<file path="config.mk">
export PLATFORM = sky130hd
export DESIGN_NAME = instr_mem_loadable_flat
export DESIGN_NICKNAME = d
export VERILOG_FILES = /design/src/rtl/instr_mem_if.sv /design/src/rtl/instr_mem_loadable.sv /design/src/flat_wrapper.sv
export SDC_FILE = /design/constraint.sdc
export NUM_CORES = 2
export LEC_CHECK = 0
export BUFFER_PORTS_ARGS = -buffer_cell sky130_fd_sc_hd__buf_2
export CELL_PAD_IN_SITES_DETAIL_PLACEMENT = 1
export CELL_PAD_IN_SITES_GLOBAL_PLACEMENT = 2
export CORE_MARGIN = 8
export CORE_UTILIZATION = 40
export CTS_CLUSTER_DIAMETER = 200
export DETAILED_ROUTE_END_ITERATION = 6
export PLACE_DENSITY = 0.73
export SETUP_SLACK_MARGIN = 0.02
export SLEW_MARGIN = 40
export SYNTH_ARGS = -nofsm -noshare
export SYNTH_HDL_FRONTEND = slang
export SYNTH_SLANG_ARGS = --single-unit
</file>
<file path="constraint.sdc">
create_clock -name clk_i -period 2.5 [get_ports clk_i]
set_input_delay 0.375 -clock clk_i [delete_from_list [all_inputs] [get_ports clk_i]]
set_output_delay 0.375 -clock clk_i [all_outputs]
set_load 0.02 [all_outputs]
</file>
<file path="src/rtl/instr_mem_if.sv">
// +--------------------------------------------------------------------------+
// | instr_mem_if : fetch and program-load signal bundle for instr_mem_loadable|
// | Rev 1.0                                                                  |
// +--------------------------------------------------------------------------+
`default_nettype none

interface instr_mem_if #(
    parameter int ADDR_WIDTH  = 8,
    parameter int INSTR_BYTES = 2
);
    localparam int IW = 8 * INSTR_BYTES;

    logic                  fetch_req;
    logic [ADDR_WIDTH-1:0] fetch_addr;
    logic                  fetch_valid;
    logic [IW-1:0]         fetch_data;
    logic                  fetch_fault;

    logic                  load_start;
    logic [ADDR_WIDTH-1:0] load_base;
    logic                  load_valid;
    logic [7:0]            load_byte;
    logic                  load_last;
    logic                  load_ready;
    logic [ADDR_WIDTH:0]   load_count;
    logic [1:0]            mem_state;

    modport master (
        output fetch_req, fetch_addr,
        output load_start, load_base, load_valid, load_byte, load_last,
        input  fetch_valid, fetch_data, fetch_fault,
        input  load_ready, load_count, mem_state
    );

    modport slave (
        input  fetch_req, fetch_addr,
        input  load_start, load_base, load_valid, load_byte, load_last,
        output fetch_valid, fetch_data, fetch_fault,
        output load_ready, load_count, mem_state
    );
endinterface

`default_nettype wire

</file>
<file path="src/rtl/instr_mem_loadable.sv">
// +--------------------------------------------------------------------------+
// | instr_mem_loadable : byte-addressed instruction memory, registered fetch  |
// | port and byte-serial loader that gates fetches until a load completes.    |
// | Rev 1.0                                                                  |
// +--------------------------------------------------------------------------+
`default_nettype none

module instr_mem_loadable #(
    parameter int                       ADDR_WIDTH  = 8,
    parameter int                       INSTR_BYTES = 2,
    parameter logic [8*INSTR_BYTES-1:0] HALT_WORD   = '0
) (
    input  wire logic       clk_i,
    input  wire logic       reset_ni,
    instr_mem_if.slave      bus
);
    localparam int                  IW         = 8 * INSTR_BYTES;
    localparam int                  DEPTH      = 2 ** ADDR_WIDTH;
    localparam int                  ALIGN_BITS = $clog2(INSTR_BYTES);
    localparam logic [ADDR_WIDTH:0] COUNT_MAX  = {1'b1, {ADDR_WIDTH{1'b0}}};

    typedef enum logic [1:0] {
        ST_EMPTY   = 2'd0,
        ST_LOADING = 2'd1,
        ST_RUN     = 2'd2
    } state_e;

    state_e                state_q, state_d;
    logic [ADDR_WIDTH-1:0] ptr_q, ptr_d;
    logic [ADDR_WIDTH:0]   count_q, count_d;
    logic                  fetch_valid_q, fetch_valid_d;
    logic                  fetch_fault_q, fetch_fault_d;
    logic [IW-1:0]         fetch_data_q, fetch_data_d;
    logic                  mem_we;
    logic                  misaligned;
    logic [IW-1:0]         rd_word;

    // Array is deliberately left out of reset: contents survive an aborted load.
    logic [7:0] mem_q [DEPTH];

    always_ff @(posedge clk_i) begin
        if (mem_we) begin
            mem_q[ptr_q] <= bus.load_byte;
        end
    end

    for (genvar b = 0; b < INSTR_BYTES; b++) begin : g_rd_byte
        logic [ADDR_WIDTH-1:0] byte_addr;
        assign byte_addr            = bus.fetch_addr + ADDR_WIDTH'(b);
        assign rd_word[8*b +: 8]    = mem_q[byte_addr];
    end

    if (INSTR_BYTES == 1) begin : g_align_none
        assign misaligned = 1'b0;
    end else begin : g_align_chk
        assign misaligned = |bus.fetch_addr[ALIGN_BITS-1:0];
    end

    always_ff @(posedge clk_i or negedge reset_ni) begin
        if (!reset_ni) begin
            state_q       <= ST_EMPTY;
            ptr_q         <= '0;
            count_q       <= '0;
            fetch_valid_q <= 1'b0;
            fetch_fault_q <= 1'b0;
            fetch_data_q  <= '0;
        end else begin
            state_q       <= state_d;
            ptr_q         <= ptr_d;
            count_q       <= count_d;
            fetch_valid_q <= fetch_valid_d;
            fetch_fault_q <= fetch_fault_d;
            fetch_data_q  <= fetch_data_d;
        end
    end

    always_comb begin
        state_d       = state_q;
        ptr_d         = ptr_q;
        count_d       = count_q;
        mem_we        = 1'b0;
        fetch_valid_d = 1'b0;
        fetch_fault_d = 1'b0;
        fetch_data_d  = fetch_data_q;

        if (bus.load_start) begin
            state_d = ST_LOADING;
            ptr_d   = bus.load_base;
            count_d = '0;
        end else if (state_q == ST_LOADING && bus.load_valid) begin
            mem_we = 1'b1;
            ptr_d  = ptr_q + 1'b1;
            if (count_q != COUNT_MAX) begin
                count_d = count_q + 1'b1;
            end
            if (bus.load_last) begin
                state_d = ST_RUN;
            end
        end

        // Fetch sees the pre-edge state, so a LOADING array is never read.
        if (bus.fetch_req) begin
            fetch_valid_d = 1'b1;
            if (state_q != ST_RUN || misaligned) begin
                fetch_fault_d = 1'b1;
                fetch_data_d  = HALT_WORD;
            end else begin
                fetch_data_d  = rd_word;
            end
        end
    end

    assign bus.fetch_valid = fetch_valid_q;
    assign bus.fetch_fault = fetch_fault_q;
    assign bus.fetch_data  = fetch_data_q;
    assign bus.load_ready  = (state_q == ST_LOADING);
    assign bus.load_count  = count_q;
    assign bus.mem_state   = state_q;
endmodule

`default_nettype wire

</file>
<file path="src/flat_wrapper.sv">
// flat-port wrapper written by rule: the top's interface ports become plain ports
module instr_mem_loadable_flat 
#(
    parameter int                       ADDR_WIDTH  = 8,
    parameter int                       INSTR_BYTES = 2,
    parameter logic [8*INSTR_BYTES-1:0] HALT_WORD   = '0
)
  (clk_i, reset_ni, bus_fetch_req, bus_fetch_addr, bus_load_start, bus_load_base, bus_load_valid, bus_load_byte, bus_load_last, bus_fetch_valid, bus_fetch_data, bus_fetch_fault, bus_load_ready, bus_load_count, bus_mem_state);
  instr_mem_if #(.ADDR_WIDTH(ADDR_WIDTH), .INSTR_BYTES(INSTR_BYTES)) bus_i ();
  input  wire logic clk_i;
  input  wire logic reset_ni;
  input wire logic [$bits(bus_i.fetch_req)-1:0] bus_fetch_req;
  input wire logic [$bits(bus_i.fetch_addr)-1:0] bus_fetch_addr;
  input wire logic [$bits(bus_i.load_start)-1:0] bus_load_start;
  input wire logic [$bits(bus_i.load_base)-1:0] bus_load_base;
  input wire logic [$bits(bus_i.load_valid)-1:0] bus_load_valid;
  input wire logic [$bits(bus_i.load_byte)-1:0] bus_load_byte;
  input wire logic [$bits(bus_i.load_last)-1:0] bus_load_last;
  output wire logic [$bits(bus_i.fetch_valid)-1:0] bus_fetch_valid;
  output wire logic [$bits(bus_i.fetch_data)-1:0] bus_fetch_data;
  output wire logic [$bits(bus_i.fetch_fault)-1:0] bus_fetch_fault;
  output wire logic [$bits(bus_i.load_ready)-1:0] bus_load_ready;
  output wire logic [$bits(bus_i.load_count)-1:0] bus_load_count;
  output wire logic [$bits(bus_i.mem_state)-1:0] bus_mem_state;
  assign bus_i.fetch_req = bus_fetch_req;
  assign bus_i.fetch_addr = bus_fetch_addr;
  assign bus_i.load_start = bus_load_start;
  assign bus_i.load_base = bus_load_base;
  assign bus_i.load_valid = bus_load_valid;
  assign bus_i.load_byte = bus_load_byte;
  assign bus_i.load_last = bus_load_last;
  assign bus_fetch_valid = bus_i.fetch_valid;
  assign bus_fetch_data = bus_i.fetch_data;
  assign bus_fetch_fault = bus_i.fetch_fault;
  assign bus_load_ready = bus_i.load_ready;
  assign bus_load_count = bus_i.load_count;
  assign bus_mem_state = bus_i.mem_state;
  instr_mem_loadable #(.ADDR_WIDTH(ADDR_WIDTH), .INSTR_BYTES(INSTR_BYTES), .HALT_WORD(HALT_WORD)) u_core (.clk_i(clk_i), .reset_ni(reset_ni), .bus(bus_i));
endmodule
</file>
==> impl_metrics.csv <==
group,metric,value,unit
global_routing,grt_pass1_wl,463000,µm
sta,rsz0062_at_grt,"true",
detailed_routing,wl_met3,27800,µm
clock_network,clk_latency,0.89,ns
detailed_routing,via_per_inst,6.37,
place,post-dp-hpwl,228000,µm
global_routing,track_usage,0.250,
logic_synthesis,postSynthCellCount,4867,
place,place_ws,-1.23,ns
sta,fmax,0.377,GHz
sta,slew_violations,0,
die,ioPinCount,60,
detailed_routing,drc,0,
global_routing,grt_pass1_vias,59500,
detailed_routing,top_layer_used,"met5",
die,die-area,260000,µm²
status,failed_checks,"setup timing",
detailed_routing,dr_wl_met2,159000,µm
logic_synthesis,synth_edf_count,2048,
clock_network,cts_tree,"yes",
finish,seqCellArea,62400,µm²
place,place_congestion,0.891,
logic_synthesis,syn_avg_cell_area,20.0,µm²
detailed_routing,wl_met1,126000,µm
critical_path,cp.arrival,3.42,ns
job,maxCapViolCount,0,
sta,clock_skew,0.0696,ns
sta,fin_crit_sh,1.06,
global_routing,grt_max_degree,164,
clock_network,clk_pin_slew,0.07,ns
logic_synthesis,ys_async_sr_fraction,0.0177,
die,row_count,181,
finish,drive_above_1_share,0.452,
critical_path,worstPathMaxFanout,2,
place,portBuffers,59,
sta,tightest_slew,0.887,ns
sta,period_needed,2.65,ns
min_path,min_path_type,"in2async",
clock_network,cts_buffer_depth,3,
sta,setup_viol,4,
detailed_routing,first_iter_violations,7300,
die,die_w,510,µm
clock_network,cts_root_buffer,"clkbuf_16",
finish,nFillCells,22200,
power_and_ir_drop,fin_total_pwr,0.0810,W
power_and_ir_drop,p_leak,38.2,nW
die,start_util,0.402,
clock_network,cts_made_buffers,219,
critical_path,critPathKind,"reg2reg",
detailed_routing,drtAntennaViolNets,0,
logic_synthesis,yosysWarnings,0,
logic_synthesis,synth_fp_nets,4904,
finish,multiInputGateArea,33700,µm²
global_routing,antenna_found_initial,13,
detailed_routing,drt-total-wl,328000,µm
finish,area_delta_synth_final,20.8,%
logic_synthesis,synth_area,97600,µm²
sta,slew_headroom,0.409,
detailed_routing,first_pass_iters,6,
logic_synthesis,ys_ff_latch,2085,
die,die_h,510,µm
global_routing,grt_overflow_total,0,
status,outcome,"complete, but fails checks",
clock_network,cts.htree.levels,4,
logic_synthesis,ys.flop_type,"edfxtp_1",
detailed_routing,routed-via-count,58000,
critical_path,critical_path.startpoint_type,"register",
critical_path,crit_path_end_kind,"register",
detailed_routing,wl_per_cell,36.1,µm
finish,final_nets,5743,
sta,final_hold_viol_count,0,
power_and_ir_drop,powerDensity,687,nW/µm²
logic_synthesis,ys_types,65,
logic_synthesis,seq_area_frac_synth,0.640,
critical_path,required,3.27,ns
power_and_ir_drop,peakVddDrop,0.000695,V
clock_network,clkSinkCount,2085,
die,core_area,243000,µm²
sta,fin_ws,-0.152,ns
-- synth_stat cells (10+ instances only) --
cell	n	area share
nand3_1	106	0.0054
nand4_1	40	0.0026
a32oi_1	16	0.0014
a31oi_1	31	0.0020
xor2_1	12	0.0011
buf_6	32	0.0037
edfxtp_1	2048	0.63
nor2_1	302	0.012
a21oi_1	20	0.0010
mux4_2	1175	0.27
clkbuf_1	121	0.0047
buf_1	22	0.00085
buf_4	49	0.0038
mux2i_1	113	0.012
o21ai_0	21	0.0011
buf_2	157	0.0081
a22oi_1	37	0.0028
dfrtp_1	37	0.0095
a211oi_1	14	0.0011
o21ai_1	18	0.00092
nor2b_1	10	0.00064
nand2_1	339	0.013
inv_1	17	0.00065
o22ai_1	22	0.0014
-- metal layers --
metal  up-vias  track usage
met5         -            0
met4         6        0.101
met3       575       0.0458
met2      3197        0.406
met1     31600        0.335
li1      22600            -
-- logic make-up after synthesis --
logic type | count (synthesis) | synth area share
DFF | 2085 | 0.640
and+or+nand+nor | 838 | 0.0360
buffers and inverters | 402 | 0.0222
AOI/OAI and AO/OA | 225 | 0.0160
adders and majority gates | 7 | 0.000898
muxes | 1288 | 0.283
xor gates and xnor gates | 22 | 0.00213
-- flip-flops by register name, indices dropped and copies added, names as in the netlist --
name                    count
u_core.bus.mem_state        2
u_core.mem_q             2048
u_core.bus.load_count       9
u_core.bus.fetch_fault      1
u_core.ptr_q                8
u_core.bus.fetch_data      16
u_core.bus.fetch_valid      1
-- layout make-up --
| cell class | instances | share of cell area |
|---|---|---|
| clock inverters | 147 | 0.0134 |
| diodes | 11 | 0.000234 |
| inverters | 17 | 0.000605 |
| well taps | 3202 | 0.0340 |
| multi-input cells | 2380 | 0.286 |
| clock buffers | 256 | 0.0483 |
| flip-flops and latches | 2085 | 0.530 |
| repair buffers | 1003 | 0.0881 |
-- final timing paths --
check                      cells past startpoint  slack [ns]                                     to                                 from
setup / recovery                               6       -0.15   u_core.bus.fetch_data[7]$_DFFE_PN0P_        u_core.mem_q[64][7]$_DFFE_PP_
hold / removal                                 2        0.09  u_core.bus.fetch_data[13]$_DFFE_PN0P_                             reset_ni
setup reg to reg                               6       -0.15   u_core.bus.fetch_data[7]$_DFFE_PN0P_        u_core.mem_q[64][7]$_DFFE_PP_
hold reg to reg                                1        0.56    u_core.bus.mem_state[0]$_DFFE_PN0P_  u_core.bus.mem_state[0]$_DFFE_PN0P_
max in group asynchronous                      3        1.72   u_core.bus.fetch_data[0]$_DFFE_PN0P_                             reset_ni
min in group clk_i                             1        0.09         u_core.mem_q[105][1]$_DFFE_PP_                     bus_load_byte[1]
-- timing repair --
action / 4_1_cts / 5_1_grt
pin swaps: 15 / 11
gates resized for setup: 36 / 37
buffers inserted: 5 / 4
gates cloned: 0 / 1
hold buffers: 26 / 0
endpoints found under the setup margin: 104 / 254
endpoints found under the hold margin: 78 / 0
-- metrics by stage --
step                       util  hold WS, ns  cell area, µm²  cells  setup TNS, ns
after floorplan               -       0.0794           98400   4867         -28.09
after global placement    0.452        0.448          110000   8651         -14.43
after detailed placement  0.452        0.445          110000   8651         -15.31
after CTS                 0.484       0.0345          118000   9084         -0.256
after global routing      0.485       0.0683          118000   9094         -0.353
final                     0.486       0.0898          118000   9101         -0.291
-- worst max-delay path, stage by stage, from the launching register on --
cell	delay (ns)
edfxtp_1	0.42
mux4_2	0.52
mux4_2	0.55
mux4_2	0.54
nor2_4	0.18
a31oi_4	0.08
a32o_1	0.26
-- power breakdown --
| group | internal, W | leakage [nW] | switching [W] | total, W |
|---|---|---|---|---|
| clock network | 0.0188 | 3.51 | 0.0143 | 0.0331 |
| logic | 0.00399 | 15.8 | 0.00536 | 0.00935 |
| registers | 0.0384 | 18.9 | 0.0000534 | 0.0385 |
| total | 0.0612 | 38.2 | 0.0197 | 0.0810 |
-- cells in the final DEF (no fill, tap or decap), drive strengths merged, types with 24 or more instances in the layout --
master,instances
nand2,339
clkbuf,266
dlygate4sd3,26
bufinv,24
o21ai,39
mux4,1175
a31oi,31
inv,27
nand4,40
a22oi,37
buf,967
nor2,302
mux2i,113
dfrtp,37
edfxtp,2048
clkinv,97
nand3,107
Power figures use the tool's default switching activity.
